## config.mk

```make
export PLATFORM = sky130hd
export DESIGN_NAME = mips_mdu
export DESIGN_NICKNAME = d
export VERILOG_FILES = /design/src/rtl/mips_mdu.sv
export SDC_FILE = /design/constraint.sdc
export NUM_CORES = 1
export LEC_CHECK = 0
export BUFFER_PORTS_ARGS = -buffer_cell sky130_fd_sc_hd__buf_4
export CAP_MARGIN = 30
export CORE_ASPECT_RATIO = 2
export CORE_MARGIN = 10
export CORE_UTILIZATION = 55
export DETAILED_ROUTE_END_ITERATION = 10
export PLACE_DENSITY = 0.77
export SLEW_MARGIN = 20
export SYNTH_ARGS = -nofsm -noshare
export SYNTH_HDL_FRONTEND = slang
export SYNTH_SLANG_ARGS = --single-unit
```

## constraint.sdc

```tcl
create_clock -name clk -period 4.9 [get_ports clk]
set_input_delay 0.98 -clock clk [delete_from_list [all_inputs] [get_ports clk]]
set_output_delay 0.98 -clock clk [all_outputs]
set_load 0.02 [all_outputs]
```

## src/rtl/mips_mdu.sv

```systemverilog
// Iterative MIPS multiply/divide unit: radix-2 shift-add multiply and restoring
// divide over 32 RUN cycles, with architectural HI/LO registers and MTHI/MTLO moves.
module mips_mdu (
  input  logic        clk,
  input  logic        rst_n,
  input  logic        start,
  input  logic [1:0]  op,
  input  logic [31:0] srca,
  input  logic [31:0] srcb,
  input  logic        mthi,
  input  logic        mtlo,
  output logic        busy,
  output logic        done,
  output logic [31:0] hi,
  output logic [31:0] lo,
  output logic [1:0]  state_dbg
);

  // Handshake: start is taken on any edge where busy=0; operands are sampled only
  // then, and done pulses for exactly one cycle when HI/LO carry the new result.
  typedef enum logic [1:0] {IDLE = 2'd0, RUN = 2'd1, FINISH = 2'd2} state_t;

  state_t      state_q, state_d;
  logic [4:0]  cnt_q;
  logic [31:0] hi_q, lo_q;
  logic [31:0] acc_hi_q, acc_lo_q, opnd_q, srca_q;
  logic        is_div_q, res_neg_q, rem_neg_q, div0_q;

  logic        accept;
  logic        a_neg, b_neg;
  logic [31:0] a_mag, b_mag;
  logic [32:0] mul_sum, div_shift, div_trial;
  logic [31:0] step_hi, step_lo;
  logic [63:0] prod, prod_fix;
  logic [31:0] q_fix, r_fix, res_hi, res_lo;

  always_comb begin
    state_d = state_q;
    case (state_q)
      IDLE:    if (start) state_d = RUN;
      RUN:     if (cnt_q == 5'd31) state_d = FINISH;
      FINISH:  state_d = start ? RUN : IDLE;
      default: state_d = IDLE;
    endcase
  end

  // Signed ops (MULT, DIV) have op[0]=0 and run on operand magnitudes.
  always_comb begin
    accept = start && (state_q != RUN);
    a_neg  = ~op[0] & srca[31];
    b_neg  = ~op[0] & srcb[31];
    a_mag  = a_neg ? (~srca + 32'd1) : srca;
    b_mag  = b_neg ? (~srcb + 32'd1) : srcb;
  end

  always_comb begin
    mul_sum   = {1'b0, acc_hi_q} + {1'b0, (acc_lo_q[0] ? opnd_q : 32'd0)};
    div_shift = {acc_hi_q, acc_lo_q[31]};
    div_trial = div_shift - {1'b0, opnd_q};
    step_hi   = mul_sum[32:1];
    step_lo   = {mul_sum[0], acc_lo_q[31:1]};
    if (is_div_q) begin
      if (!div_trial[32]) begin
        step_hi = div_trial[31:0];
        step_lo = {acc_lo_q[30:0], 1'b1};
      end else begin
        step_hi = div_shift[31:0];
        step_lo = {acc_lo_q[30:0], 1'b0};
      end
    end
  end

  // Sign correction of the last iteration's result; a zero divisor bypasses it.
  always_comb begin
    prod     = {step_hi, step_lo};
    prod_fix = res_neg_q ? (~prod + 64'd1) : prod;
    q_fix    = res_neg_q ? (~step_lo + 32'd1) : step_lo;
    r_fix    = rem_neg_q ? (~step_hi + 32'd1) : step_hi;
    res_hi   = prod_fix[63:32];
    res_lo   = prod_fix[31:0];
    if (is_div_q) begin
      if (div0_q) begin
        res_hi = srca_q;
        res_lo = 32'hFFFF_FFFF;
      end else begin
        res_hi = r_fix;
        res_lo = q_fix;
      end
    end
  end

  always_ff @(posedge clk or negedge rst_n) begin
    if (!rst_n) begin
      state_q   <= IDLE;
      cnt_q     <= 5'd0;
      hi_q      <= 32'd0;
      lo_q      <= 32'd0;
      acc_hi_q  <= 32'd0;
      acc_lo_q  <= 32'd0;
      opnd_q    <= 32'd0;
      srca_q    <= 32'd0;
      is_div_q  <= 1'b0;
      res_neg_q <= 1'b0;
      rem_neg_q <= 1'b0;
      div0_q    <= 1'b0;
    end else begin
      state_q <= state_d;
      if (accept) begin
        cnt_q     <= 5'd0;
        acc_hi_q  <= 32'd0;
        acc_lo_q  <= op[1] ? a_mag : b_mag;
        opnd_q    <= op[1] ? b_mag : a_mag;
        srca_q    <= srca;
        is_div_q  <= op[1];
        res_neg_q <= a_neg ^ b_neg;
        rem_neg_q <= a_neg;
        div0_q    <= (srcb == 32'd0);
      end else if (state_q == RUN) begin
        acc_hi_q <= step_hi;
        acc_lo_q <= step_lo;
        cnt_q    <= cnt_q + 5'd1;
        if (cnt_q == 5'd31) begin
          hi_q <= res_hi;
          lo_q <= res_lo;
        end
      end else begin
        if (mthi) hi_q <= srca;
        if (mtlo) lo_q <= srca;
      end
    end
  end

  assign busy      = (state_q == RUN);
  assign done      = (state_q == FINISH);
  assign hi        = hi_q;
  assign lo        = lo_q;
  assign state_dbg = state_q;

endmodule
```

# Yosys cells after proc, flatten, opt, wreduce, memory -nomap -nowiden
# Cells that the tools add are included.
# Widths: inputs -> output; s select.
[totals]
input_bits = 71
elab_cells = 77
register_bits = 203
output_inout_bits = 68
[classes]
add_sub_neg = 8
eq_ne = 6
bitwise = 10
n_reduce_logical = 9
mux = 32
[ops]
columns = ["cell", "count"]
rows = [
  ["$mux 32", 24],
  ["$add 32x1->32 const B", 4],
  ["$not 32->32", 4],
  ["$add 64x1->64 const B", 1],
  ["$mux 64", 1],
  ["$not 64->64", 1],
  ["$add 32x32->33", 1],
  ["$sub 33x32->33", 1],
  ["$logic_not 32->1", 1],
  ["$mux 5", 2],
  ["$pmux 2 s3", 1],
  ["$reduce_and 3->1", 2],
  ["$reduce_bool 2->1", 3],
  ["$add 5x1->5 const B", 1],
  ["$eq 5x5->1 const B", 1],
  ["$mux 2", 2],
  ["$ne 2x1->1 const B", 2],
  ["$and 1x1->1", 2],
  ["$eq 2x1->1 const B", 1],
  ["$eq 2x2->1 const B", 1],
  ["$logic_not 2->1", 1],
  ["$mux 1", 2],
  ["$ne 2x2->1 const B", 1],
  ["$not 1->1", 2],
  ["3 further kinds", 3],
]

# Logic depth before layout (Yosys ltp)
# Gate-level depths: netlist (run 1).
[logic_depth]
depth_word = 10
ltp_mapped = 25

# Worst setup path after synthesis (run 1)
# OpenSTA, ideal clock, no wires.
[synth_path]
kind = "reg-to-reg"
from = "register acc_lo_q[31]"
to = "register hi_q[30] (netlist: hi[30])"
stages_incl_launch_ff = 25
t_arrival_ns = 4.835
path_slack_ns = -0.068
t_required_ns = 4.767
cell_sequence = "dfrtp_1 inv_1 ha_1 inv_1 fa_1 a211oi_2 o211ai_1 nand3_1 a21boi_4 nor3_4 buf_4 nor2_4 clkbuf_1 nor2_1 nor2_1 o21ai_0 ha_1 o31ai_1 nand4b_1 or4b_1 buf_2 nor4_1 mux2_2 nand2_1 a31oi_1"
[synth_between]
elab_chain_len = 10
[synth_lines]
columns = ["element", "line_no", "text"]
rows = [
  ["from (decl)", "26", "logic [31:0] acc_hi_q, acc_lo_q, opnd_q, srca_q;"],
  ["from (signal assigned)", "111", "acc_lo_q <= op[1] ? a_mag : b_mag;"],
  ["from (signal assigned)", "120", "acc_lo_q <= step_lo;"],
  ["$sub 33x32->33", "59", "div_trial = div_shift - {1'b0, opnd_q};"],
  ["$mux 32", "63", "if (!div_trial[32]) begin"],
  ["$mux 32", "62", "if (is_div_q) begin"],
  ["$not 32->32", "78", "r_fix = rem_neg_q ? (~step_hi + 32'd1) : step_hi;"],
  ["$add 32x1->32", "78", ""],
  ["$mux 32", "78", ""],
  ["$mux 32", "82", "if (div0_q) begin"],
  ["$mux 32 (*)", "81", "if (is_div_q) begin"],
  ["$mux 32 (*)", "122", "if (cnt_q == 5'd31) begin"],
  ["$mux 32 (*)", "118", "end else if (state_q == RUN) begin"],
  ["to (signal assigned)", "123", "hi_q <= res_hi;"],
  ["to (signal assigned)", "127", "if (mthi) hi_q <= srca;"],
  ["to (decl)", "25", "logic [31:0] hi_q, lo_q;"],
]
# Every way passes the cells marked *; elsewhere a longest branch is shown, timed or not. The select of a mux whose other input is x is not followed.
# A chain may end at the register's enable or synchronous reset.

# Final worst setup path (run 1)
[layout_path]
from = "register opnd_q[0]"
to = "register hi_q[20] (netlist: hi[20])"
[layout_between]
elab_chain_len = 10
[layout_lines]
columns = ["element", "line_no", "text"]
rows = [
  ["from (decl)", "26", ""],
  ["from (signal assigned)", "112", "opnd_q <= op[1] ? b_mag : a_mag;"],
  ["$sub 33x32->33 / $mux 32 (equally long branches)", "59, 57", ""],
  ["$mux 32 / $add 32x32->33 (equally long branches)", "63, 57", ""],
  ["$mux 32", "62", ""],
  ["$not 32->32", "78", ""],
  ["$add 32x1->32", "78", ""],
  ["$mux 32", "78", ""],
  ["$mux 32", "82", ""],
  ["$mux 32 (*)", "81", ""],
  ["$mux 32 (*)", "122", ""],
  ["$mux 32 (*)", "118", ""],
]
# Marked as above.

==> results of run 1 <==
==> worst paths after layout <==
kind,startpoint,end,cells past startpoint
min in group asynchronous,rst_n,acc_lo_q[5]$_DFFE_PN0P_,1
hold reg to reg,lo[25]$_DFFE_PN0P_,lo[25]$_DFFE_PN0P_,2
setup reg to reg,opnd_q[0]$_DFFE_PN0P_,hi[20]$_DFFE_PN0P_,18
setup / recovery,opnd_q[0]$_DFFE_PN0P_,hi[20]$_DFFE_PN0P_,18
hold / removal,lo[25]$_DFFE_PN0P_,lo[25]$_DFFE_PN0P_,2
max in group asynchronous,rst_n,acc_lo_q[0]$_DFFE_PN0P_,2
==> sequential cells by signal (all words and copies together), names as in the netlist <==
name,flops
div0_q,1
hi,32
res_neg_q,1
cnt_q,5
is_div_q,1
srca_q,32
acc_hi_q,32
opnd_q,32
state_dbg,2
rem_neg_q,1
lo,32
acc_lo_q,32
==> cells in the mapped netlist (all sizes together) (31+ instances only) <==
master	n
nand3	49
o211ai	31
mux2	35
a21oi	189
xnor2	98
a211oi	59
o21ai	258
nor2	177
o22ai	41
nor2b	33
inv	71
mux2i	51
xor2	87
dfrtp	203
nand2	304
clkbuf	126
ha	70
a21o	32
nor3	63
and2	43
o31ai	35
buf	36
==> worst max-delay path, stage by stage (launching register included) <==
cell,delay [ns]
dfrtp_1,0.38
buf_4,0.14
and2_1,0.15
ha_2,0.19
fa_2,0.42
a21o_1,0.25
a221oi_4,0.36
o21ai_2,0.15
a21oi_2,0.21
xor2_2,0.24
nand3_2,0.12
or3_4,0.34
o32a_1,0.22
or4b_4,0.54
buf_8,0.17
o31ai_2,0.29
xor2_1,0.11
o221a_2,0.28
nor3_1,0.18
==> through the flow <==
step                      setup slack, ns  hold WS [ns]   util
after global placement            -0.0630         0.467  0.646
final                              0.0593         0.482  0.684
after detailed placement           -0.211         0.473  0.646
after CTS                        0.000507         0.487  0.672
after global routing              -0.0778         0.516  0.684
after floorplan                  -0.00513         0.450      -
==> per-layer routing <==
layer  share of wire  track usage
met2            0.49        0.633
met4           0.091        0.282
met1            0.35        0.393
met3           0.076       0.0657
met5         0.00024            0
==> area by class of cell <==
class / instances / area (µm²)
inverters: 73 / 277
multi-input cells: 1987 / 13100
fillers: 2892 / 10600
well taps: 436 / 546
clock buffers: 28 / 624
clock inverters: 12 / 175
repair buffers: 412 / 3210
flip-flops and latches: 203 / 5090
==> cell families (layout without fill, tap and decap cells) <==
| logic type | Yosys count | count (layout) | synth area share |
|---|---|---|---|
| compound gates | 822 | 822 | 0.283 |
| simple gates | 822 | 822 | 0.211 |
| buf+inv | 235 | 525 | 0.0496 |
| flops | 203 | 203 | 0.272 |
| xor+xnor | 185 | 185 | 0.0867 |
| mux | 86 | 86 | 0.0484 |
| fa+ha+maj | 72 | 72 | 0.0490 |
==> repair_timing <==
action / 4_1_cts / 5_1_grt
gates resized for setup: 9 / 74
endpoints found under the setup margin: 12 / 26
pin swaps: 2 / 28
setup buffers: 1 / 5
gates cloned: 0 / 0
==> out/results.tsv, run 1 <==
metric	value	unit
Wirelength per Cell	25.5	µm
Mapped Avg Cell Area	7.70	µm²
Antenna Cells	0	
Hold Buf Count CTS	0	
pin count of the biggest net entering global routing	117	
TritonCTS Sinks	203	
share of the synthesized area in the top cell type	0.272	
Placed Area	21700	µm²
first-pass GRT wire length	121000	µm
Yosys cell types	97	
layout net count	2842	
Warnings, synthesis	0	
placed cells	3104	
core footprint	33600	µm²
dominant cells by area after synthesis	dfrtp_1 27%, o21ai_0 6.7%, nand2_1 6.1%	
Clock transition at path regs	0.07	ns
Finished Layout Cells	3151	
Max Cap Viol	0	
Area growth, synth to finish	23.2	%
clock root buffer	clkbuf_16	
Top Ports	139	
H-tree levels	1	
worst skew pair latency	0.55	ns
top cell type by total area after synthesis	dfrtp_1	
critical path class	reg2reg	
DP HPWL	61900	µm
post-synthesis sequential area ratio	0.272	
initial antenna violation count	4	
Cell Rows	95	
Syn Std Cell Area	18700	µm²
share of cells above drive strength 1	0.218	
Setup TNS	0	ns
syn nets	2568	
routability congestion estimate	1.06	
crit-path max FO	8	
Slew headroom	0.418	
DR pass1 iterations	6	
Gate Count Post-Synth	2425	
final setup vio count	0	
Setup Skew	0.0127	ns
CTS tree	built	
Routed WL	80300	µm
Die Width	150	µm
Final Hold Fails	0	
DR iter-0 viols	1849	
worst-case clock buffer depth	3	
vias in the first global route	20800	
via-per-instance ratio	6.57	
GRT Util Overall	0.371	
reg2reg setup slack	0.06	ns
most common cell after layout, fill and taps aside	buf_4	
minimum clock period	4.84	ns
final instance area	23000	µm²
total number of vias	20700	
DRC violations left	0	
class of the worst hold path	reg2reg	
Setup crit start kind	register	
CP endpoint kind	register	
status	completed	
Crit path required time	5.36	ns
CTS buffer count	22	
final-report max-slew violation count	0	
Port Buffers	138	
die area	42200	µm²
Worst-Margin Slew	0.873	ns
WP data arrival	5.30	ns
Tcrit/Tclk final	0.988	
chip height	281	µm
grt ovf	0	
initial core utilization	0.555	
Antenna Nets Post-Route	0	
Yosys reg bits	203	
number of flops mapped to enable cells by yosys	0	
FFs w/ async S/R, synth	1.00	
Max Clk Rate	0.207	GHz
most used flip-flop cell after synthesis	dfrtp_1	
most frequent cells in the layout	400 x buf_4, 299 x nand2_1, 246 x o21ai_0	
RSZ-0062 raised after global routing	yes	
Power of run 1 is left out: the tool's default activity adds up to more than one toggle a clock period on the data nets, which glitch-free logic cannot reach.
==> inputs of run 2 (changes only) <==
--- a/config.mk
+++ b/config.mk
@@ -5,7 +5,7 @@
 export SDC_FILE = /design/constraint.sdc
 export NUM_CORES = 1
 export LEC_CHECK = 0
-export BUFFER_PORTS_ARGS = -buffer_cell sky130_fd_sc_hd__buf_4
+export BUFFER_PORTS_ARGS = -buffer_cell sky130_fd_sc_hd__clkbuf_2
 export CAP_MARGIN = 30
 export CORE_ASPECT_RATIO = 2
 export CORE_MARGIN = 10
==> out/results.tsv, run 2 (same netlist as run 1, synthesis figures left out) <==
metric	value	unit	change
Area growth, synth to finish	21.4	%	was 23.2%
vias in the first global route	20700		was 20.8k
most used cell along the critical path	buf_4		
Max Clk Rate	0.203	GHz	was 0.207 GHz
worst-case clock buffer depth	3		unchanged
Clock transition at path regs	0.07	ns	about the same
initial core utilization	0.555		unchanged
final setup vio count	1		was 0
DR iter-0 viols	1968		was 1849
Wirelength per Cell	25.1	µm	was 25.5 µm
failing checks	setup timing		
Antenna Nets Post-Route	0		unchanged
routability congestion estimate	1.03		was 1.06
Setup Skew	0.0229	ns	was 0.0127 ns
most common cell after layout, fill and taps aside	nand2_1		was buf_4
Routed WL	78800	µm	was 80300 µm
Setup crit start kind	register		unchanged
chip height	281	µm	unchanged
Die Width	150	µm	unchanged
Top Ports	139		unchanged
H-tree levels	1		unchanged
pin count of the biggest net entering global routing	117		unchanged
crit path cell chain	buf_4 -> buf_4 -> and2_1 -> ha_1 -> a21o_1 -> a31oi_2 -> and2_1 -> a2111oi_4 -> buf_4 -> buf_4 -> or4_1 -> a21oi_1 -> a221oi_2 -> nor2b_4 -> nand3_2 -> o41ai_1 -> xnor2_1 -> o2bb2ai_1 -> o22ai_1		was buf_4 -> and2_1 -> ha_2 -> fa_2 -> a21o_1 -> a221oi_4 -> o21ai_2 -> a21oi_2 -> xor2_2 -> nand3_2 -> or3_4 -> o32a_1 -> or4b_4 -> buf_8 -> o31ai_2 -> xor2_1 -> o221a_2 -> nor3_1
first-pass GRT wire length	119000	µm	was 121000 µm
critical path class	reg2reg		unchanged
Tcrit/Tclk final	1.00		was 0.988
Worst-Margin Slew	0.988	ns	was 0.873 ns
CP peak stage delay	0.51	ns	was 0.54 ns
CTS tree	built		unchanged
class of the worst hold path	in2async		was reg2reg
CTS buffer count	22		unchanged
minimum clock period	4.91	ns	was 4.84 ns
total number of vias	20800		was 20.7k
CP endpoint kind	register		unchanged
DP HPWL	60700	µm	was 61900 µm
final-report max-slew violation count	0		unchanged
grt ovf	0		unchanged
GRT Util Overall	0.363		was 0.371
DR pass1 iterations	6		unchanged
via-per-instance ratio	6.62		was 6.57
initial antenna violation count	3		was 4
Final Hold Fails	0		unchanged
clock root buffer	clkbuf_16		unchanged
cell family with most CP delay	compound AO/OA/AOI/OAI gates		unchanged
Crit path required time	5.36	ns	about the same
Port Buffers	138		unchanged
RSZ-0062 raised after global routing	yes		unchanged
share of cells above drive strength 1	0.226		was 0.218
cell at the slowest stage of the critical path	or4_1		was or4b_4
Max Cap Viol	0		unchanged
setup ws final	-0.0141	ns	was 0.0593 ns
DRC violations left	0		unchanged
die area	42200	µm²	unchanged
layout net count	2834		was 2842
Slew headroom	0.337		was 0.418
worst skew pair latency	0.55	ns	about the same
most frequent cells in the layout	300 x nand2_1, 256 x buf_4, 242 x o21ai_0		was 400 x buf_4, 299 x nand2_1, 246 x o21ai_0
Cell Rows	95		unchanged
TritonCTS Sinks	203		unchanged
core footprint	33600	µm²	unchanged
WP buf/inv	4		was 2
WP data arrival	5.37	ns	was 5.30 ns
crit-path max FO	8		unchanged
status	finished, violations left		was completed
pre-CTS setup slack	-0.149	ns	was -0.211 ns
==> run 2: worst paths after layout <==
check,slack (ns),end,cells after the start,from
setup / recovery,-0.01,hi[26]$_DFFE_PN0P_,19,acc_lo_q[0]$_DFFE_PN0P_
hold / removal,0.45,lo[5]$_DFFE_PN0P_,1,rst_n
setup reg to reg,-0.01,hi[26]$_DFFE_PN0P_,19,acc_lo_q[0]$_DFFE_PN0P_
hold reg to reg,0.48,lo[25]$_DFFE_PN0P_,2,lo[25]$_DFFE_PN0P_
max in group asynchronous,3.37,acc_hi_q[14]$_DFFE_PN0P_,2,rst_n
min in group clk,0.48,lo[25]$_DFFE_PN0P_,2,lo[25]$_DFFE_PN0P_
==> run 2: per-stage QoR <==
step | cell area, µm² | cells | setup TNS (ns) | utilization | hold slack (ns)
floorplan | 18700 | 2425 | -0.00513 | - | 0.450
global placement | 21200 | 3078 | -0.352 | 0.629 | 0.464
detailed placement | 21200 | 3079 | -0.629 | 0.630 | 0.472
CTS | 22100 | 3121 | -0.0117 | 0.656 | 0.482
global route | 22700 | 3144 | -0.675 | 0.674 | 0.497
finish | 22700 | 3144 | -0.0141 | 0.674 | 0.455
==> run 2: final cells by class <==
class,count,area [µm²]
Clock buffer,30,652
Antenna cell,1,2.50
Fill cell,2952,11000
Tap cell,436,546
Timing Repair Buffer,404,2790
Clock inverter,10,87.6
Inverter,73,277
Sequential cell,203,5080
Multi-Input combinational cell,1987,13200
==> run 2: timing repair <==
action,CTS,global route
endpoints found under the hold margin,0,0
gates resized for setup,26,95
pin swaps,9,53
setup endpoints to repair,11,29
buffers inserted,3,23
hold buffers,0,0
==> run 2: routing by layer <==
metal | GRT usage | wire length (µm) | up-vias
li1 | - | - | 9370
met1 | 0.399 | 27800 | 9996
met2 | 0.615 | 38700 | 1071
met3 | 0.0486 | 5300 | 372
met4 | 0.280 | 6970 | 0
met5 | 0 | 0 | -
==> run 2: worst register-to-register path, stage by stage (launching register included) <==
cell       delay, ns
dfrtp_1         0.44
buf_4           0.17
buf_4           0.15
and2_1          0.14
ha_1            0.33
a21o_1          0.25
a31oi_2         0.25
and2_1          0.22
a2111oi_4       0.08
buf_4           0.18
buf_4           0.16
or4_1           0.51
a21oi_1         0.30
a221oi_2        0.11
nor2b_4         0.17
nand3_2         0.36
o41ai_1         0.52
xnor2_1         0.18
o2bb2ai_1       0.11
o22ai_1         0.19
Power of run 2 is left out for the same reason.
==> inputs of run 3 (changes only) <==
--- a/config.mk
+++ b/config.mk
@@ -11,7 +11,9 @@
 export CORE_MARGIN = 10
 export CORE_UTILIZATION = 55
 export DETAILED_ROUTE_END_ITERATION = 10
-export PLACE_DENSITY = 0.77
+export GPL_ROUTABILITY_DRIVEN = 1
+export PLACE_DENSITY = 0.74
+export REMOVE_ABC_BUFFERS = 1
 export SLEW_MARGIN = 20
 export SYNTH_ARGS = -nofsm -noshare
 export SYNTH_HDL_FRONTEND = slang
==> constraint.sdc (replaced) <==
create_clock -name clk -period 5.78 [get_ports clk]
set_input_delay 1.156 -clock clk [delete_from_list [all_inputs] [get_ports clk]]
set_output_delay 1.156 -clock clk [all_outputs]
set_load 0.02 [all_outputs]
==> out/results.tsv, run 3 (same netlist as run 1, synthesis figures left out) <==
metric	value	unit	change
reg2reg setup slack	0.30	ns	was -0.01 ns
total number of vias	19800		was 20.8k
Setup Skew	0.0252	ns	was 0.0229 ns
Max Clk Rate	0.182	GHz	was 0.203 GHz
status	completed		was finished, violations left
final core occ	0.613		was 0.674
Critical Path Start	acc_lo_q[0]$_DFFE_PN0P_		unchanged
GRT Util Overall	0.345		was 0.363
WP data arrival	5.88	ns	was 5.37 ns
Max Cap Viol	0		unchanged
DR pass1 iterations	6		unchanged
final instance area	20600	µm²	was 22700 µm²
grt ovf	0		unchanged
Hold Buf Count CTS	0		unchanged
Top Ports	139		unchanged
clock root buffer	clkbuf_16		unchanged
final setup vio count	0		was 1
CTS buffer count	21		was 22
most frequent cells in the layout	302 x nand2_1, 249 x o21ai_0, 201 x dfrtp_1		was 300 x nand2_1, 256 x buf_4, 242 x o21ai_0
TritonCTS Sinks	203		unchanged
worst-case clock buffer depth	3		unchanged
Antenna Nets Post-Route	0		unchanged
H-tree levels	1		unchanged
worst r2r src	acc_lo_q[0]$_DFFE_PN0P_		unchanged
Final Hold Fails	0		unchanged
layout net count	2636		was 2834
Crit path required time	6.18	ns	was 5.36 ns
Worst-Margin Slew	1.06	ns	was 0.988 ns
via-per-instance ratio	6.73		was 6.62
met1 WL	27400	µm	was 27800 µm
Placed Area	19800	µm²	was 21200 µm²
CP endpoint kind	register		unchanged
initial core utilization	0.555		unchanged
setup ws final	0.298	ns	was -0.0141 ns
class of the worst hold path	reg2reg		was in2async
Clock transition at path regs	0.07	ns	about the same
final-report max-slew violation count	0		unchanged
final hold slack	0.485	ns	was 0.455 ns
Port Buffers	138		unchanged
met2 routed WL	36500	µm	was 38700 µm
CTS tree	built		unchanged
DP HPWL	56700	µm	was 60700 µm
top sig layer	met4		unchanged
die area	42200	µm²	unchanged
initial antenna violation count	0		was 3
minimum clock period	5.48	ns	was 4.91 ns
Wirelength per Cell	25.4	µm	was 25.1 µm
worst skew pair latency	0.54	ns	was 0.55 ns
crit-path max FO	22		was 8
Worst Setup EP	hi[30]$_DFFE_PN0P_		was hi[26]$_DFFE_PN0P_
Slew headroom	0.291		was 0.337
Tcrit/Tclk final	0.948		was 1.00
routability congestion estimate	1.09		was 1.03
critical path class	reg2reg		unchanged
pre-CTS setup slack	0.420	ns	was -0.149 ns
Die Width	150	µm	unchanged
Cell Rows	95		unchanged
pin count of the biggest net entering global routing	122		was 117
Area growth, synth to finish	10.4	%	was 21.4%
most common cell after layout, fill and taps aside	nand2_1		unchanged
FF-to-FF End	hi[30]$_DFFE_PN0P_		was hi[26]$_DFFE_PN0P_
r2r worst-path depth	15		was 19
Setup crit start kind	register		unchanged
Filler cells	3043		was 2952
core footprint	33600	µm²	unchanged
met3 wire length	4880	µm	was 5300 µm
DR iter-0 viols	1806		was 1968
first-pass GRT wire length	113000	µm	was 119000 µm
Hold Path Stages	2		
vias in the first global route	19700		was 20.7k
DRC violations left	0		unchanged
RSZ-0062 raised after global routing	no		was yes
share of cells above drive strength 1	0.132		was 0.226
Routed WL	74800	µm	was 78800 µm
chip height	281	µm	unchanged
## run 3: routing by layer
metal,vias up,global-route usage
met4,0,0.250
li1,8978,-
met3,288,0.0426
met2,1045,0.582
met1,9512,0.390
met5,-,0
## run 3: what timing repair did
item | CTS | global route
setup endpoints to repair | 0 | 2
gates resized for setup | 0 | 3
setup buffers | 0 | 0
## run 3: cell type report
| cell class | count | area (µm²) | share of cell area |
|---|---|---|---|
| clock buffers | 27 | 578 | 0.0280 |
| inverters | 73 | 277 | 0.0134 |
| diodes | 2 | 5.00 | 0.000243 |
| well taps | 436 | 546 | 0.0265 |
| repair buffers | 207 | 1240 | 0.0603 |
| clock inverters | 11 | 166 | 0.00807 |
| flip-flops and latches | 203 | 5080 | 0.247 |
| multi-input cells | 1987 | 12700 | 0.617 |
## run 3: worst min path at each step
stage	startpoint	to	slack [ns]
6_report	lo[22]$_DFFE_PN0P_	lo[22]$_DFFE_PN0P_	0.49
3_5_place_dp	lo[2]$_DFFE_PN0P_	lo[2]$_DFFE_PN0P_	0.47
3_3_place_gp	lo[31]$_DFFE_PN0P_	lo[31]$_DFFE_PN0P_	0.46
2_1_floorplan	srca_q[0]$_DFFE_PN0P_	srca_q[0]$_DFFE_PN0P_	0.45
4_1_cts	lo[2]$_DFFE_PN0P_	lo[2]$_DFFE_PN0P_	0.49
5_1_grt	lo[0]$_DFFE_PN0P_	lo[0]$_DFFE_PN0P_	0.51
## run 3: per-stage QoR
| step | instances | setup TNS (ns) |
|---|---|---|
| 3_3_place_gp | 2904 | 0 |
| 3_5_place_dp | 2904 | 0 |
| 6_report | 2946 | 0 |
| 2_1_floorplan | 2263 | -161.44 |
| 5_1_grt | 2944 | 0 |
| 4_1_cts | 2942 | 0 |
## run 3: worst max-delay path, cell delays in order (launching register included)
cell	delay (ns)
dfrtp_1	0.75
buf_4	0.40
and2_1	0.17
ha_1	0.27
o21ai_0	0.17
and2_1	0.21
a2111oi_4	0.68
o21a_1	0.22
nor3_1	0.11
a221o_1	0.41
nor3_1	0.51
nand3_2	0.39
o31ai_1	0.40
nor3_1	0.13
a211oi_1	0.40
a31oi_1	0.13
Power of run 3 is left out for the same reason.
